--- src/rtl/matrix_mul_seq_if.sv ---
// Stream bundle for matrix_mul_seq: serial element input (A then B) and
// row-major result output with a last marker.
interface matrix_mul_seq_if #(
  parameter int DATA_W = 4,
  parameter int OUT_W  = 8
);
  logic              in_valid;
  logic              in_ready;
  logic [DATA_W-1:0] in_data;
  logic              out_valid;
  logic              out_ready;
  logic [OUT_W-1:0]  out_data;
  logic              out_last;

  modport master (
    output in_valid, in_data, out_ready,
    input  in_ready, out_valid, out_data, out_last
  );

  modport slave (
    input  in_valid, in_data, out_ready,
    output in_ready, out_valid, out_data, out_last
  );
endinterface

--- src/rtl/matrix_mul_seq.sv ---
// 2x2 matrix multiplier sharing one MAC over eight compute steps (load -> compute -> output).
// Define MATRIX_MUL_SEQ_SAT_EN to saturate out-of-range results instead of truncating them.
module matrix_mul_seq #(
  parameter int DATA_W = 4,
  parameter int OUT_W  = 8
) (
  input  logic            clk,
  input  logic            rst,
  matrix_mul_seq_if.slave bus,
  output logic            busy,
  output logic            overflow
);

  localparam int PROD_W = 2 * DATA_W;
  localparam int ACC_W  = 2 * DATA_W + 1;
  localparam int CMP_W  = (ACC_W > OUT_W) ? ACC_W : OUT_W;
  localparam logic [OUT_W-1:0] OUT_MAX = '1;

  typedef enum logic [1:0] {
    ST_LOAD    = 2'd0,
    ST_COMPUTE = 2'd1,
    ST_OUTPUT  = 2'd2
  } state_t;

  state_t            state_q, state_d;
  logic [2:0]        load_cnt_q, load_cnt_d;
  logic [2:0]        step_q, step_d;
  logic [1:0]        out_cnt_q, out_cnt_d;
  logic [ACC_W-1:0]  acc_q, acc_d;
  logic              ovf_q, ovf_d;
  logic [DATA_W-1:0] elem_q [8];
  logic [DATA_W-1:0] elem_d [8];
  logic [OUT_W-1:0]  c_q [4];
  logic [OUT_W-1:0]  c_d [4];

  logic              in_ready_w;
  logic [DATA_W-1:0] a_op;
  logic [DATA_W-1:0] b_op;
  logic [PROD_W-1:0] prod;
  logic [ACC_W-1:0]  sum;
  logic              sum_ovf;
  logic [OUT_W-1:0]  c_wr;

  assign in_ready_w = (state_q == ST_LOAD) && !rst;

  // Step s: i = s[2], j = s[1], k = s[0]; A[i][k] is slot 2i+k, B[k][j] is slot 4+2k+j.
  assign a_op = elem_q[{1'b0, step_q[2], step_q[0]}];
  assign b_op = elem_q[{1'b1, step_q[0], step_q[1]}];
  assign prod = {{DATA_W{1'b0}}, a_op} * {{DATA_W{1'b0}}, b_op};
  assign sum  = (step_q[0] ? acc_q : {ACC_W{1'b0}}) + {1'b0, prod};

  assign sum_ovf = CMP_W'(sum) > CMP_W'(OUT_MAX);

  always_comb begin
`ifdef MATRIX_MUL_SEQ_SAT_EN
    c_wr = sum_ovf ? OUT_MAX : OUT_W'(sum);
`else
    c_wr = OUT_W'(sum);
`endif
  end

  always_comb begin
    state_d    = state_q;
    load_cnt_d = load_cnt_q;
    step_d     = step_q;
    out_cnt_d  = out_cnt_q;
    acc_d      = acc_q;
    ovf_d      = ovf_q;
    elem_d     = elem_q;
    c_d        = c_q;

    case (state_q)
      ST_LOAD: begin
        if (bus.in_valid && in_ready_w) begin
          elem_d[load_cnt_q] = bus.in_data;
          load_cnt_d         = load_cnt_q + 3'd1;
          if (load_cnt_q == 3'd0) begin
            ovf_d = 1'b0;
          end
          if (load_cnt_q == 3'd7) begin
            state_d = ST_COMPUTE;
            step_d  = 3'd0;
          end
        end
      end

      ST_COMPUTE: begin
        acc_d  = sum;
        step_d = step_q + 3'd1;
        if (step_q[0]) begin
          c_d[step_q[2:1]] = c_wr;
          if (sum_ovf) begin
            ovf_d = 1'b1;
          end
        end
        if (step_q == 3'd7) begin
          state_d   = ST_OUTPUT;
          out_cnt_d = 2'd0;
        end
      end

      ST_OUTPUT: begin
        if (bus.out_ready) begin
          out_cnt_d = out_cnt_q + 2'd1;
          if (out_cnt_q == 2'd3) begin
            state_d    = ST_LOAD;
            load_cnt_d = 3'd0;
          end
        end
      end

      default: begin
        state_d = ST_LOAD;
      end
    endcase
  end

  always_ff @(posedge clk) begin
    if (rst) begin
      state_q    <= ST_LOAD;
      load_cnt_q <= 3'd0;
      step_q     <= 3'd0;
      out_cnt_q  <= 2'd0;
      acc_q      <= '0;
      ovf_q      <= 1'b0;
      for (int n = 0; n < 8; n++) begin
        elem_q[n] <= '0;
      end
      for (int n = 0; n < 4; n++) begin
        c_q[n] <= '0;
      end
    end else begin
      state_q    <= state_d;
      load_cnt_q <= load_cnt_d;
      step_q     <= step_d;
      out_cnt_q  <= out_cnt_d;
      acc_q      <= acc_d;
      ovf_q      <= ovf_d;
      for (int n = 0; n < 8; n++) begin
        elem_q[n] <= elem_d[n];
      end
      for (int n = 0; n < 4; n++) begin
        c_q[n] <= c_d[n];
      end
    end
  end

  assign bus.in_ready  = in_ready_w;
  assign bus.out_valid = (state_q == ST_OUTPUT);
  assign bus.out_data  = (state_q == ST_OUTPUT) ? c_q[out_cnt_q] : '0;
  assign bus.out_last  = (state_q == ST_OUTPUT) && (out_cnt_q == 2'd3);
  assign busy          = (state_q != ST_LOAD) || (load_cnt_q != 3'd0);
  assign overflow      = ovf_q;

endmodule

--- src/flat_wrapper.sv ---
// flat-port wrapper written by rule: the top's interface ports become plain ports
module matrix_mul_seq_flat 
#(
  parameter int DATA_W = 4,
  parameter int OUT_W  = 8
)
  (clk, rst, busy, overflow, bus_in_valid, bus_in_data, bus_out_ready, bus_in_ready, bus_out_valid, bus_out_data, bus_out_last);
  matrix_mul_seq_if #(.DATA_W(DATA_W), .OUT_W(OUT_W)) bus_i ();
  input  logic clk;
  input  logic rst;
  output logic busy;
  output logic overflow;
  input wire logic [$bits(bus_i.in_valid)-1:0] bus_in_valid;
  input wire logic [$bits(bus_i.in_data)-1:0] bus_in_data;
  input wire logic [$bits(bus_i.out_ready)-1:0] bus_out_ready;
  output wire logic [$bits(bus_i.in_ready)-1:0] bus_in_ready;
  output wire logic [$bits(bus_i.out_valid)-1:0] bus_out_valid;
  output wire logic [$bits(bus_i.out_data)-1:0] bus_out_data;
  output wire logic [$bits(bus_i.out_last)-1:0] bus_out_last;
  assign bus_i.in_valid = bus_in_valid;
  assign bus_i.in_data = bus_in_data;
  assign bus_i.out_ready = bus_out_ready;
  assign bus_in_ready = bus_i.in_ready;
  assign bus_out_valid = bus_i.out_valid;
  assign bus_out_data = bus_i.out_data;
  assign bus_out_last = bus_i.out_last;
  matrix_mul_seq #(.DATA_W(DATA_W), .OUT_W(OUT_W)) u_core (.clk(clk), .rst(rst), .bus(bus_i), .busy(busy), .overflow(overflow));
endmodule
--- config.mk ---
export PLATFORM = sky130hd
export DESIGN_NAME = matrix_mul_seq_flat
export DESIGN_NICKNAME = d
export VERILOG_FILES = /design/src/rtl/matrix_mul_seq_if.sv /design/src/rtl/matrix_mul_seq.sv /design/src/flat_wrapper.sv
export SDC_FILE = /design/constraint.sdc
export NUM_CORES = 1
export LEC_CHECK = 0
export CELL_PAD_IN_SITES_DETAIL_PLACEMENT = 1
export CELL_PAD_IN_SITES_GLOBAL_PLACEMENT = 2
export CORE_UTILIZATION = 40
export DETAILED_ROUTE_END_ITERATION = 7
export DONT_BUFFER_PORTS = 1
export GPL_TIMING_DRIVEN = 0
export PLACE_DENSITY_LB_ADDON = 0.25
export SETUP_SLACK_MARGIN = 0.1
export SLEW_MARGIN = 40
export SYNTH_ARGS = -nofsm -noshare
export SYNTH_HDL_FRONTEND = slang
export SYNTH_SLANG_ARGS = --single-unit
--- constraint.sdc ---
create_clock -name clk -period 5.3 [get_ports clk]
set_input_delay 0.265 -clock clk [delete_from_list [all_inputs] [get_ports clk]]
set_output_delay 0.265 -clock clk [all_outputs]
set_load 0.1 [all_outputs]
* Yosys cells after proc, flatten, opt, wreduce, memory -nomap -nowiden *
Cells that the tools add are included.

storage, ports and cells
  flip-flop bits (word level) = 84
  logic and storage cells = 108

operators by class
  add/sub/neg operators = 4
  $mul = 1
  magnitude comparators = 8
  eq/ne operators = 13
  multiplexer cells = 38
  bitwise gates (word level) = 5
  reductions and logical operators = 21

operators with widths
  kind                                                      number
  bitwise mux 32 bit                                        2
  two-way mux 8 bit                                         4
  binary-select mux 4 bit (select 3 bit)                    2
  two-way mux 4 bit                                         5
  binary-select mux 8 bit (select 2 bit)                    1
  demux 8 bit (select 2 bit)                                1
  two-way mux 3 bit                                         5
  two-way mux 2 bit                                         7
  demux 4 bit (select 3 bit)                                1
  greater-or-equal comparator 4 bit, second input constant  3
  case mux 3 bit (2 select lines)                           2
  AND reduction 5 bit                                       2
  adder 9 x 8 -> 9 bit                                      1
  > comparator 9 x 8 -> 1 bit, second input constant        1
  two-way mux 9 bit                                         1
  multiplier 4 x 4 -> 8 bit                                 1
  inequality test 2 x 1 -> 1 bit, second input constant     4
  inequality test 2 bit, second input constant              4
  NOT 3 -> 4 bit                                            2
  nonzero test 2 bit                                        4
  adder 3 x 1 -> 3 bit, second input constant               2
  == test 3 bit, second input constant                      2
  greater-or-equal comparator 3 bit, second input constant  2
  NOT 2 -> 3 bit                                            2
  other kinds (19)                                          29

* Logic depth before layout (Yosys ltp) *
  word-level depth = 10
  gate-level depth with buffers = 14
  gate-level depth less buffers = 13

* Least setup slack after synthesis *
No wires, ideal clock.

  kind = reg-to-reg
  start = register u_core.step_q[0]
  end = register u_core.acc_q[8]
  data arrival time = 4199 ps
  setup slack = 1010 ps
  stages on the path, launching flop included = 13
  path buffers = 1
  clock period less this slack = 4290 ps
  cell sequence = dfxtp_1 -> clkbuf_1 -> mux4_2 -> nand2_1 -> fa_1 -> fa_1 -> fa_1 -> inv_1 -> ha_1 -> a21oi_1 -> a211oi_1 -> or3_1 -> a311oi_1

between the ends
  word-level cells in the longest chain between the ends = 6

RTL lines
  item                                                                    line                                        text
  from (decl)                                                             matrix_mul_seq.sv:27                        logic [2:0] step_q, step_d;
  from (signal assigned)                                                  matrix_mul_seq.sv:135                       step_q <= step_d;
  NOT 2 -> 4 bit (implied by the code) or NOT 3 -> 4 bit (tied branches)  matrix_mul_seq.sv:47, matrix_mul_seq.sv:48
  binary-select mux 4 bit (select 3 bit), on equally long branches        matrix_mul_seq.sv:47, matrix_mul_seq.sv:48
  two-way mux 4 bit, on equally long branches (2 in a row)                matrix_mul_seq.sv:47, matrix_mul_seq.sv:48
  multiplier 4 x 4 -> 8 bit                                               matrix_mul_seq.sv:49                        assign prod = {{DATA_W{1'b0}}, a_op} * {{DATA_W{1'b0}}, b_op};
  adder 9 x 8 -> 9 bit *                                                  matrix_mul_seq.sv:50                        assign sum = (step_q[0] ? acc_q : {ACC_W{1'b0}}) + {1'b0, prod};
  to (signal assigned)                                                    matrix_mul_seq.sv:124                       acc_q <= '0;
  to (signal assigned)                                                    matrix_mul_seq.sv:137                       acc_q <= acc_d;
  to (decl)                                                               matrix_mul_seq.sv:29                        logic [ACC_W-1:0] acc_q, acc_d;

Mark *: on every way between the ends. The rest lies on a longest branch, timed or not. The select of a mux whose other input is x is not followed.
A chain may end at the register's enable or synchronous reset.

* Worst setup path in the final report *
  start = register u_core.step_q[0]
  end = register u_core.c_q[31] (netlist name)

between the ends
  word-level cells in the longest chain between the ends = 7

RTL lines
  item                                                                    line                                        text
  NOT 2 -> 4 bit (implied by the code) or NOT 3 -> 4 bit (tied branches)  matrix_mul_seq.sv:47, matrix_mul_seq.sv:48
  binary-select mux 4 bit (select 3 bit), on equally long branches        matrix_mul_seq.sv:47, matrix_mul_seq.sv:48
  two-way mux 4 bit, on equally long branches (2 in a row)                matrix_mul_seq.sv:47, matrix_mul_seq.sv:48
  multiplier 4 x 4 -> 8 bit                                               matrix_mul_seq.sv:49
  adder 9 x 8 -> 9 bit                                                    matrix_mul_seq.sv:50
  bitwise mux 32 bit                                                      matrix_mul_seq.sv:91                        c_d[step_q[2:1]] = c_wr;
  to (signal, indexed assignment)                                         matrix_mul_seq.sv:143                       c_q[n] <= c_d[n];
  to (decl)                                                               matrix_mul_seq.sv:33                        logic [OUT_W-1:0] c_q [4];

Several ways; a longest one is shown, not always the timed one. The select of a mux whose other input is x is not followed.

==> flow_summary.ini <==
[floorplan]
die-area_sq_mm = 0.01198
initial_core_util_pct = 41.88
core_area_sq_mm = 0.01103
die_w_um = 109.5
io_pins = 21
die_y_um = 109.5
rows = 38

[detailed_routing]
drc = 0
vias_per_cell = 5.553
drt_iter0_drc = 126
drt_pass1_iterations = 5
routed_wl_um = 12110
antenna_left = 0
wl_per_cell_um = 18.35
via_count = 3665

[logic_synthesis]
synth_top_family_by_area = simple AND/OR/NAND/NOR gates
ys_ff_latch = 84
ys_types = 51
synth_mux_area_share_pct = 15.44
synthAdderAreaFrac_pct = 10.13
ys.flop_type = dfxtp_1
synth-xor-area-share_pct = 0.3792
yosysSeqAreaShare_pct = 36.40
synth-edff-count = 0
async_reset_ff_share_pct = 0
synth_area_leaders = dfxtp_1, mux4_2, mux2i_1
synthSimpleGateAreaFrac_pct = 22.35
syn_area_sq_mm = 0.004619
synth_largest_area_cell = dfxtp_1
netlist_instances = 501
synth_compound_area_share_pct = 10.70
yosysTopAreaCellShare_pct = 36.40
avgSynthCellArea_sq_um = 9.220
syn_nets = 541
yosysWarnings = 0

[grt]
grt-ovfl-total = 0
grt_antenna_before_repair = 0
grt_first_pass_wirelength_um = 20070
grt_max_degree = 16
grt_pass1_vias = 3839
track_usage_pct = 22.35

[timing]
rsz0062_at_grt = no
setup_viol = 0
hold_viol = 0
layout_min_cycle_time_ns = 4.877
drv_slew = 0
maxSlewHeadroom_pct = 44.91
period_share_pct = 92.01
finClkSkew_ns = 0.008045
finalSetupTns_ns = 0
fmax_mhz = 205.1
tightest_slew_ns = 0.8254
setup_ws_ns = 0.4234

[power]
power.internal_uw = 1019
p_sw_share_pct = 23.76
power_frac_seq_pct = 47.6
p_switching_uw = 317.6
pwr-share-comb_pct = 4.0
cellLeakagePower_uw = 0.002020
peakVddDrop_v = 0.0001896
clkPwrFrac_pct = 48.4
power_density_mw_per_mm2 = 257.5

[worst_setup_path]
critPathMaxFanout = 10
crit_family = adder cells
critPathLaunchType = flip-flop
r2r_slack_ns = 0.42
r2r-start = u_core.step_q[0]
reg2reg_to = u_core.c_q[31]
path_cells = clkbuf_2 -> mux4_2 -> nand2_1 -> fa_1 -> fa_1 -> fa_1 -> inv_1 -> ha_1 -> nor2b_1 -> o31ai_1 -> a211oi_2 -> o21ai_0
critPathMaxStageDelay_ns = 0.62
cp_common_cell = fa_1
worstPathRequired_ns = 5.56
crit_arrival_ns = 5.14
path_class = flip-flop to flip-flop
end_kind = flip-flop
path_buf_inv = 2
reg2reg_depth = 12
crit_slowest_cell = o31ai_1

[layout]
final-seq-area_sq_mm = 0.001683
area_delta_synth_final_pct = 12.35
diodes = 0
multi_input_area_sq_mm = 0.002761
num-fill-cells = 1284
drive_gt1_share_pct = 12.50
design_area_sq_mm = 0.005190
nets = 555

[placement]
place_congestion = 0.7359
dp_slack_ns = 0.03247
port-buffer-count = 0
place_area_sq_mm = 0.004882
hpwlAfterDp_um = 9136

[min_path]
hold_path_startpoint = bus_out_ready
holdPathEnd = u_core.state_q[1]
worstHoldPathCells = 3
hold_path.class = primary input to flip-flop

[clock_network]
numCtsBuffers = 9
clockRootBuffer = clkbuf_16
path_clk_slew_ns = 0.07
cts.path.max_buffers = 2
cts.sinks = 84
htreeDepth = 3
insertion_delay_ns = 0.34
cts_tree = built

[status]
status = complete, no violations

[job]
maxCapViolations = 0
[worst max path at each step]
stage / endpoint / slack, ns / startpoint / depth (start not counted)
finish: u_core.c_q[31] / 0.42 / u_core.step_q[0] / 12
global placement: u_core.acc_q[7] / 0.11 / u_core.step_q[0] / 12
global route: u_core.c_q[7] / 0.15 / u_core.step_q[0] / 12
floorplan: u_core.acc_q[8] / 1.01 / u_core.step_q[0] / 12
CTS: u_core.c_q[31] / 0.16 / u_core.step_q[0] / 12
detailed placement: u_core.c_q[31] / 0.03 / u_core.step_q[0] / 12
[tightest hold or removal path, cell delays in order]
cell	delay, ns
a21oi_1	0.04
nor2_1	0.08
nor2_1	0.05
[cells in the mapped netlist (all sizes together), types with 8 or more instances]
master / count
mux4: 16
and2: 27
ha: 23
dfxtp: 84
clkbuf: 27
o211ai: 11
fa: 9
nor2: 54
or3: 8
a21oi: 35
inv: 22
nand3b: 12
mux2i: 33
nand2: 58
[cells in the final DEF (no fill, tap or decap), types with 3 or more instances in the layout]
master / instances
dfxtp_1: 83
nand2_1: 58
nor2_1: 54
a21oi_1: 35
mux2i_1: 33
clkbuf_1: 24
ha_1: 23
inv_1: 22
and2_1: 18
mux4_2: 16
nand3b_1: 12
o211ai_1: 11
and2_2: 9
fa_1: 9
clkbuf_16: 9
or3_1: 8
o21ai_0: 7
a211oi_1: 6
clkbuf_2: 5
o311ai_0: 5
nand2b_1: 4
nor4b_1: 4
buf_2: 3
nor3_2: 3
nor2b_1: 3
o21a_1: 3
nand3_1: 3
[flip-flops by register name (all words and copies together), names as in the netlist]
register / flops
u_core.acc_q: 9
u_core.c_q: 32
u_core.state_q: 2
u_core.out_cnt_q: 2
u_core.step_q: 3
u_core.load_cnt_q: 3
u_core.overflow: 1
u_core.elem_q: 32
[cell type report]
type | instances | area share (%)
repair buffers | 3 | 1.037
multi-input cells | 362 | 53.21
clock buffers | 10 | 4.412
clock inverters | 6 | 1.374
inverters | 22 | 1.591
plain buffers | 33 | 2.580
flip-flops and latches | 84 | 32.43
well taps | 140 | 3.375
[per-stage QoR]
step | hold slack [ns] | power [uW] | utilization (%) | std cells
2_1_floorplan | 0.4317 | 690.1 | - | 501
3_3_place_gp | 0.4399 | 702.5 | 43.47 | 641
3_5_place_dp | 0.4477 | 705.3 | 44.26 | 644
4_1_cts | 0.1343 | 1351 | 47.03 | 660
5_1_grt | 0.1695 | 1384 | 47.05 | 660
6_report | 0.1422 | 1337 | 47.05 | 660
[kinds of logic after synthesis]
kind of cell	count (synthesis)
simple gates	199
mux	51
compound gates	78
xor+xnor	2
flops	84
buf+inv	55
fa+ha+maj	32
[repair_timing]
item	in CTS	in global routing
resized for setup	1	2
hold buffers	0	0
endpoints found under the setup margin	5	14
setup buffers	0	0
[power groups by stage]
stage,registers [uW],clock network [uW],logic [uW]
after floorplan,650,0,39.7
after global placement,651,0,51.5
after detailed placement,651,0,54.1
after CTS,637,659,54.4
after global routing,637,690,57.8
final,637,646,53.3
[routing by layer]
| layer | GRT usage [%] | share of wire [%] | routed length, um | up-vias |
|---|---|---|---|---|
| li1 | - | - | - | 1786 |
| met1 | 27.98 | 46 | 5530 | 1831 |
| met2 | 39.08 | 51 | 6146 | 39 |
| met3 | 3.497 | 2.3 | 277 | 9 |
| met5 | 0 | 0 | 0 | - |
| met4 | 7.429 | 1.3 | 158 | 0 |
No activity file was read; power rests on OpenSTA's default activity.
